## src/rtl/fifo_thresh.sv

```systemverilog
// rtl/fifo_thresh.sv - single-clock FIFO with occupancy count, thresholds, error pulses and optional FWFT
//
// Parameters: WIDTH data bits, DEPTH entries (power of two), AFULL_THRESH / AEMPTY_THRESH
// flag thresholds, FWFT (0 = registered read, 1 = first-word-fall-through).
// Optional macro FIFO_FLUSH_EN adds the synchronous flush input.
//
// Ports:
//   clk, rst         clock, asynchronous active-high reset
//   flush            (FIFO_FLUSH_EN only) clears pointers and count on the next edge
//   wr_en, data_in   write request and data; ignored while full
//   rd_en            read/pop request; ignored while empty
//   data_out         read data (registered, or head-of-queue when FWFT=1)
//   empty, full      occupancy at 0 / DEPTH
//   almost_empty     count <= AEMPTY_THRESH
//   almost_full      count >= AFULL_THRESH
//   count            occupancy 0..DEPTH
//   overflow         one-cycle pulse after a write attempted while full
//   underflow        one-cycle pulse after a read attempted while empty

module fifo_thresh #(
   parameter int WIDTH         = 8,
   parameter int DEPTH         = 8,
   parameter int AFULL_THRESH  = DEPTH - 2,
   parameter int AEMPTY_THRESH = 1,
   parameter int FWFT          = 0
) (
   input  logic                     clk,
   input  logic                     rst,
`ifdef FIFO_FLUSH_EN
   input  logic                     flush,
`endif
   input  logic                     wr_en,
   input  logic                     rd_en,
   input  logic [WIDTH-1:0]         data_in,
   output logic [WIDTH-1:0]         data_out,
   output logic                     empty,
   output logic                     full,
   output logic                     almost_empty,
   output logic                     almost_full,
   output logic [$clog2(DEPTH):0]   count,
   output logic                     overflow,
   output logic                     underflow
);

   localparam int AW = $clog2(DEPTH);
   localparam int CW = AW + 1;
   localparam logic [CW-1:0] FULL_CNT = CW'(DEPTH);
   localparam logic [CW-1:0] AF_CNT   = CW'(AFULL_THRESH);
   localparam logic [CW-1:0] AE_CNT   = CW'(AEMPTY_THRESH);

   logic [WIDTH-1:0] mem [DEPTH];
   logic [AW-1:0]    wr_ptr;
   logic [AW-1:0]    rd_ptr;
   logic             flush_req;
   logic             wr_ok;
   logic             rd_ok;

`ifdef FIFO_FLUSH_EN
   assign flush_req = flush;
`else
   assign flush_req = 1'b0;
`endif

   // Flags come straight from the registered count, so they move on the same edge as count.
   assign empty        = (count == '0);
   assign full         = (count == FULL_CNT);
   assign almost_empty = (count <= AE_CNT);
   assign almost_full  = (count >= AF_CNT);

   // Acceptance uses pre-edge full/empty: a pop in the same cycle does not make room for a write.
   assign wr_ok = wr_en && !full  && !flush_req;
   assign rd_ok = rd_en && !empty && !flush_req;

   always_ff @(posedge clk or posedge rst) begin
      if (rst) begin
         wr_ptr    <= '0;
         rd_ptr    <= '0;
         count     <= '0;
         overflow  <= 1'b0;
         underflow <= 1'b0;
      end else if (flush_req) begin
         wr_ptr    <= '0;
         rd_ptr    <= '0;
         count     <= '0;
         overflow  <= 1'b0;
         underflow <= 1'b0;
      end else begin
         if (wr_ok) wr_ptr <= wr_ptr + AW'(1);
         if (rd_ok) rd_ptr <= rd_ptr + AW'(1);
         if (wr_ok && !rd_ok)
            count <= count + CW'(1);
         else if (rd_ok && !wr_ok)
            count <= count - CW'(1);
         overflow  <= wr_en && full;
         underflow <= rd_en && empty;
      end
   end

   // Storage is deliberately not reset.
   always_ff @(posedge clk) begin
      if (wr_ok) mem[wr_ptr] <= data_in;
   end

   generate
      if (FWFT != 0) begin : g_fwft
         // Head of queue is visible whenever something is stored.
         assign data_out = empty ? '0 : mem[rd_ptr];
      end else begin : g_reg
         // Holds its last value on idle cycles, underflow and flush.
         always_ff @(posedge clk or posedge rst) begin
            if (rst)
               data_out <= '0;
            else if (rd_ok)
               data_out <= mem[rd_ptr];
         end
      end
   endgenerate

endmodule

```

## config.mk

```make
export PLATFORM = sky130hd
export DESIGN_NAME = fifo_thresh
export DESIGN_NICKNAME = d
export VERILOG_FILES = /design/src/rtl/fifo_thresh.sv
export SDC_FILE = /design/constraint.sdc
export NUM_CORES = 1
export LEC_CHECK = 0
export ABC_AREA = 1
export BUFFER_PORTS_ARGS = -buffer_cell sky130_fd_sc_hd__buf_2
export CORE_MARGIN = 3
export CORE_UTILIZATION = 59
export CTS_CLUSTER_DIAMETER = 80
export DETAILED_ROUTE_END_ITERATION = 10
export PLACE_DENSITY = 0.77
export SLEW_MARGIN = 20
export SYNTH_ARGS = -nofsm -noshare
export SYNTH_HDL_FRONTEND = slang
export SYNTH_SLANG_ARGS = --single-unit
```

## constraint.sdc

```tcl
create_clock -name clk -period 2.28 [get_ports clk]
set_input_delay 0.456 -clock clk [delete_from_list [all_inputs] [get_ports clk]]
set_output_delay 0.456 -clock clk [all_outputs]
set_load 0.01 [all_outputs]
```

## Word-level counts from Yosys, hierarchy flattened

Memories as Yosys holds them, arrays and structs flattened. A register that Yosys moved wholly into a read port is not among the register bits.
Index checks and enable logic that the tools add are counted.

| cells by class | value |
|---|---|
| add/sub/neg operators | 4 |
| order comparisons | 2 |
| equal/unequal tests | 1 |
| muxes and demuxes | 4 |
| reductions and logical operators | 12 |

Operator list:

| operator | number |
|---|---|
| 2-to-1 mux 4 bit | 2 |
| adder 3 x 1 -> 3 bit, second input constant | 2 |
| logical AND 1 bit | 6 |
| adder 4 x 1 -> 4 bit, second input constant | 1 |
| == test 4 bit, second input constant | 1 |
| >= comparator 4 x 3 -> 1 bit, second input constant | 1 |
| <= comparator 4 x 1 -> 1 bit, second input constant | 1 |
| logical NOT 1 bit | 4 |
| logical NOT 4 bit | 1 |
| subtractor 4 x 1 -> 4 bit, second input constant | 1 |
| 2-to-1 mux 1 bit | 2 |
| nonzero test 2 bit | 1 |

| word-level totals | value |
|---|---|
| bits in registers | 12 |
| RAM bits | 64 |
| output and inout port bits | 18 |
| memories kept | 1 |

Memory list:

| name | words | width | rd ports | clocked after Yosys merged registers in | wr ports | RTL line | text |
|---|---|---|---|---|---|---|---|
| mem | 8 | 8 | 1 | 1 | 1 | 51 | `logic [WIDTH-1:0] mem [DEPTH];` |

## Depth between registers and ports, before layout

| logic depth | value |
|---|---|
| depth after elaboration | 7 |
| gate-level depth with buffers | 11 |
| depth with buffers taken out | 11 |

## Least setup slack after synthesis

OpenSTA, ideal clock, no wires.

| timing path | value |
|---|---|
| path kind | reg-to-reg |
| start point | register count[0] |
| end point | memory mem[4][0] (enable) |
| library setup time | 0.370 ns |
| arrival time | 1.582 ns |
| data required time | 1.910 ns |
| slack | 0.328 ns |
| cell stages (with the launch flop) | 7 |
| buffers on the path | 0 |
| period minus slack after synthesis | 1.952 ns |
| path through | dfrtp_1 > inv_1 > ha_1 > nand3_2 > nand2_2 > or2_4 > nor2_1 |

| on the way | value |
|---|---|
| word-level cells in the longest chain between the ends | 5 |

Ends and longest elaborated chain:

| element | RTL line | text |
|---|---|---|
| from (decl) | 40 | `output logic [$clog2(DEPTH):0] count,` |
| from (signal assigned) | 91 | `count <= count + CW'(1);` |
| from (signal assigned) | 93 | `count <= count - CW'(1);` |
| == test 4 bit | 66 | `assign full = (count == FULL_CNT);` |
| logical NOT 1 bit | 71 | `assign wr_ok = wr_en && !full && !flush_req;` |
| logical AND 1 bit | 71 |  |
| 2-to-1 mux 1 bit | 101 | `if (wr_ok) mem[wr_ptr] <= data_in;` |
| 2-to-1 mux 1 bit (implied by the code) | 101 |  |
| to (decl) | 51 |  |

Every way passes these cells.

## Final worst setup path

| timing path | value |
|---|---|
| start point | register count[0] |
| end point | register count[2] |

| on the way | value |
|---|---|
| word-level cells in the longest chain between the ends | 6 |
| elaborated cells between the ends (all ways) | 15 |
| classes of those cells | 2 x add/sub; 1 x eq/ne; 2 x mux; 10 x reduce/logical |

Ends and longest elaborated chain:

| element | RTL line | text |
|---|---|---|
| == test 4 bit * | 66 |  |
| logical NOT 1 bit * | 71 |  |
| logical AND 1 bit * | 71 |  |
| via wr_ok | 55 | `logic wr_ok;` |
| logical NOT 1 bit | 92 | `else if (rd_ok && !wr_ok)` |
| logical AND 1 bit | 92 |  |
| nonzero test 2 bit (no line) | - |  |

Mark *: on every way through the listed nets, which the timed path passes. The rest lies on a longest branch. The select of a mux whose other input is x is not followed.
A chain may end at the register's enable or synchronous reset.

==> impl_metrics.tcl <==
set metrics [dict create \
    async_reset_ff_frac 0.238 \
    yosys.area.top_type_share 0.514 \
    yosys.area.top_type "edfxtp_1" \
    cp_common_cell "inv_1" \
    dp.cells 473 \
    via_per_inst 5.23 \
    area.growth.synth_to_final_pct 11.6 \
    synth_warnings 0 \
    clock_skew_ns 0.0123 \
    ctsHoldBuffers 0 \
    rsz0062_at_grt "false" \
    grt_max_degree 34 \
    start_util 0.621 \
    route.detailed.drc 0 \
    numCtsBuffers 9 \
    layout-drive-gt1-share 0.171 \
    clock-sinks 84 \
    yosysMostFrequentCell "nand2_1" \
    timing.rr.start "count[0]" \
    slew_viol_final 0 \
    path_clk_slew_ns 0.09 \
    worst_path_max_delay_cell "dfrtp_1" \
    yosysUniqueCellTypes 25 \
    worstSetupPathType "register to register" \
    die_area_um2 7330 \
    start_kind "register" \
    r2r_setup_slack_ns 0.26 \
    cts_max_level 3 \
    postRouteAntennaNets 0 \
    worstRegToRegCells 10 \
    syn_area_per_cell_um2 10.2 \
    fin_crit_ns 2.02 \
    place_congestion 0.895 \
    post-route-period-util 0.885 \
    hold_violations 0 \
    syn-cell-area_um2 3740 \
    slew_headroom 0.473 \
    wirelength_um 7430 \
    grt_pass1_wl_um 11700 \
    worst_slew_pin_slew_ns 0.789 \
    io_buffers 29 \
    synthTopCellsByCount "112 x nand2_1, 64 x edfxtp_1, 62 x inv_1" \
    crit_arrival_ns 2.25 \
    cts-root-buf "clkbuf_8" \
    max_freq_mhz 495 \
    cp-end-kind "register" \
    fin_hold_ws_ns 0.240 \
    p_leak_nw 1.99 \
    ys_seq_area_frac 0.647 \
    finalSetupTns_ns 0 \
    ir_worst_vdd_uv 1170 \
    cpPeakStageDelay_ns 0.44 \
    setup_violations 0 \
    outcome "complete, no violations" \
    cts_buffer_depth 2 \
    cts_setup_buffers 0 \
    drv_cap 0 \
    grt_pass1_vias 2486 \
    core_area_um2 6030 \
    reg2reg_to "count[2]" \
    dr.pass1.iters 4 \
    dr_total_vias 2558 \
    antenna_found_initial 0 \
    die_h_um 85.6 \
    path_cells "inv_1 > ha_1 > nand3_2 > nand2_2 > inv_2 > ha_1 > inv_1 > o211ai_1 > xor2_1 > inv_1" \
    clock_latency_ns 0.35 \
    synthTopCellsByArea "edfxtp_1 51%, dfrtp_1 13%, nand2_1 11%" \
    power.total_w 0.00503 \
    worstPathRequired_ns 2.52 \
    dp_hpwl_um 4980 \
    dr.first_iter.drc_count 194 \
    fin_area_um2 4180 \
    boundaryPins 30 \
    p_per_area_nw_per_um2 1200 \
    cts_tree "built" \
    synthCells 367 \
    rows 28 \
    synth_seq_cells 84 \
    num_antenna_cells 0 \
    synth_edf_count 64 \
    instances_no_fill 489 \
    dieWidth_um 85.6 \
    synth_nets 387 \
    grt-ovfl-total 0 \
    ctsResizeCount 0 \
    synth_flop_cell "edfxtp_1" \
    crit_path_max_fanout 5 \
    num-nets-final 429 \
    placed_area_um2 3990 \
    hp-class "input port to async pin" \
    grt_usage 0.216 \
    wl_per_cell_um 15.2 \
]
[through the flow]
| step | util | worst slack (ns) |
|---|---|---|
| after floorplan | - | 0.328 |
| after global placement | 0.662 | 0.412 |
| after detailed placement | 0.662 | 0.289 |
| after CTS | 0.693 | 0.271 |
| after global routing | 0.693 | 0.104 |
| final | 0.693 | 0.262 |
[critical path: cells and delay by family (launching register included)]
kind / cells / cell delay, ns
buffers and inverters: 4 / 0.36
AOI/OAI and AO/OA: 1 / 0.12
adders and majority gates: 2 / 0.60
and+or+nand+nor: 2 / 0.24
DFF: 1 / 0.44
xor gates and xnor gates: 1 / 0.17
[cell usage in the layout (no fill, tap or decap), types with 4 or more instances in the layout]
cell type	instances
nand2_1	112
dfrtp_1	20
inv_1	62
buf_4	15
ha_1	8
inv_2	4
buf_2	29
clkbuf_8	9
nand3_1	50
xor2_1	5
edfxtp_1	64
nor2_1	13
[worst max-delay path by stage]
stage              from         to  slack (ns)
2_1_floorplan  count[0]  mem[4][0]        0.33
3_3_place_gp   count[0]   count[2]        0.41
3_5_place_dp   count[0]   count[2]        0.29
4_1_cts        count[0]   count[2]        0.27
5_1_grt        count[0]   count[2]        0.10
6_report       count[0]   count[2]        0.26
[flip-flops by register name (all words and copies together), names as in the netlist]
register	cells
rd_ptr	3
underflow	1
overflow	1
wr_ptr	3
mem	64
count	4
data_out	8
[cells by family after synthesis]
| group | count (synthesis) | share of synthesized area |
|---|---|---|
| AO/OA/AOI/OAI | 6 | 0.0104 |
| XOR/XNOR | 6 | 0.0140 |
| adder cells (fa/ha/maj) | 8 | 0.0267 |
| buffers and inverters | 81 | 0.0963 |
| flip-flops | 84 | 0.647 |
| AND/OR/NAND/NOR | 182 | 0.205 |
[metal layers]
metal | global-route usage | wire length (um)
met2 | 0.340 | 3650
met4 | 0.106 | 170
met1 | 0.282 | 3150
met5 | 0 | 0
met3 | 0.0519 | 455
[area by class of cell]
type	count	area, um^2
flip-flops and latches	84	2420
repair buffers	44	258
fillers	443	1850
clock buffers	10	149
clock inverters	6	36.3
multi-input cells	202	960
inverters	68	258
well taps	75	93.8
[where the power goes]
group	internal (W)	switching, W	leakage, nW
sequential	0.00199	0.000197	0.825
combinational	0.000645	0.00122	1.07
clock	0.000457	0.000523	0.0935
total	0.00309	0.00194	1.99
Power figures use the tool's default switching activity.
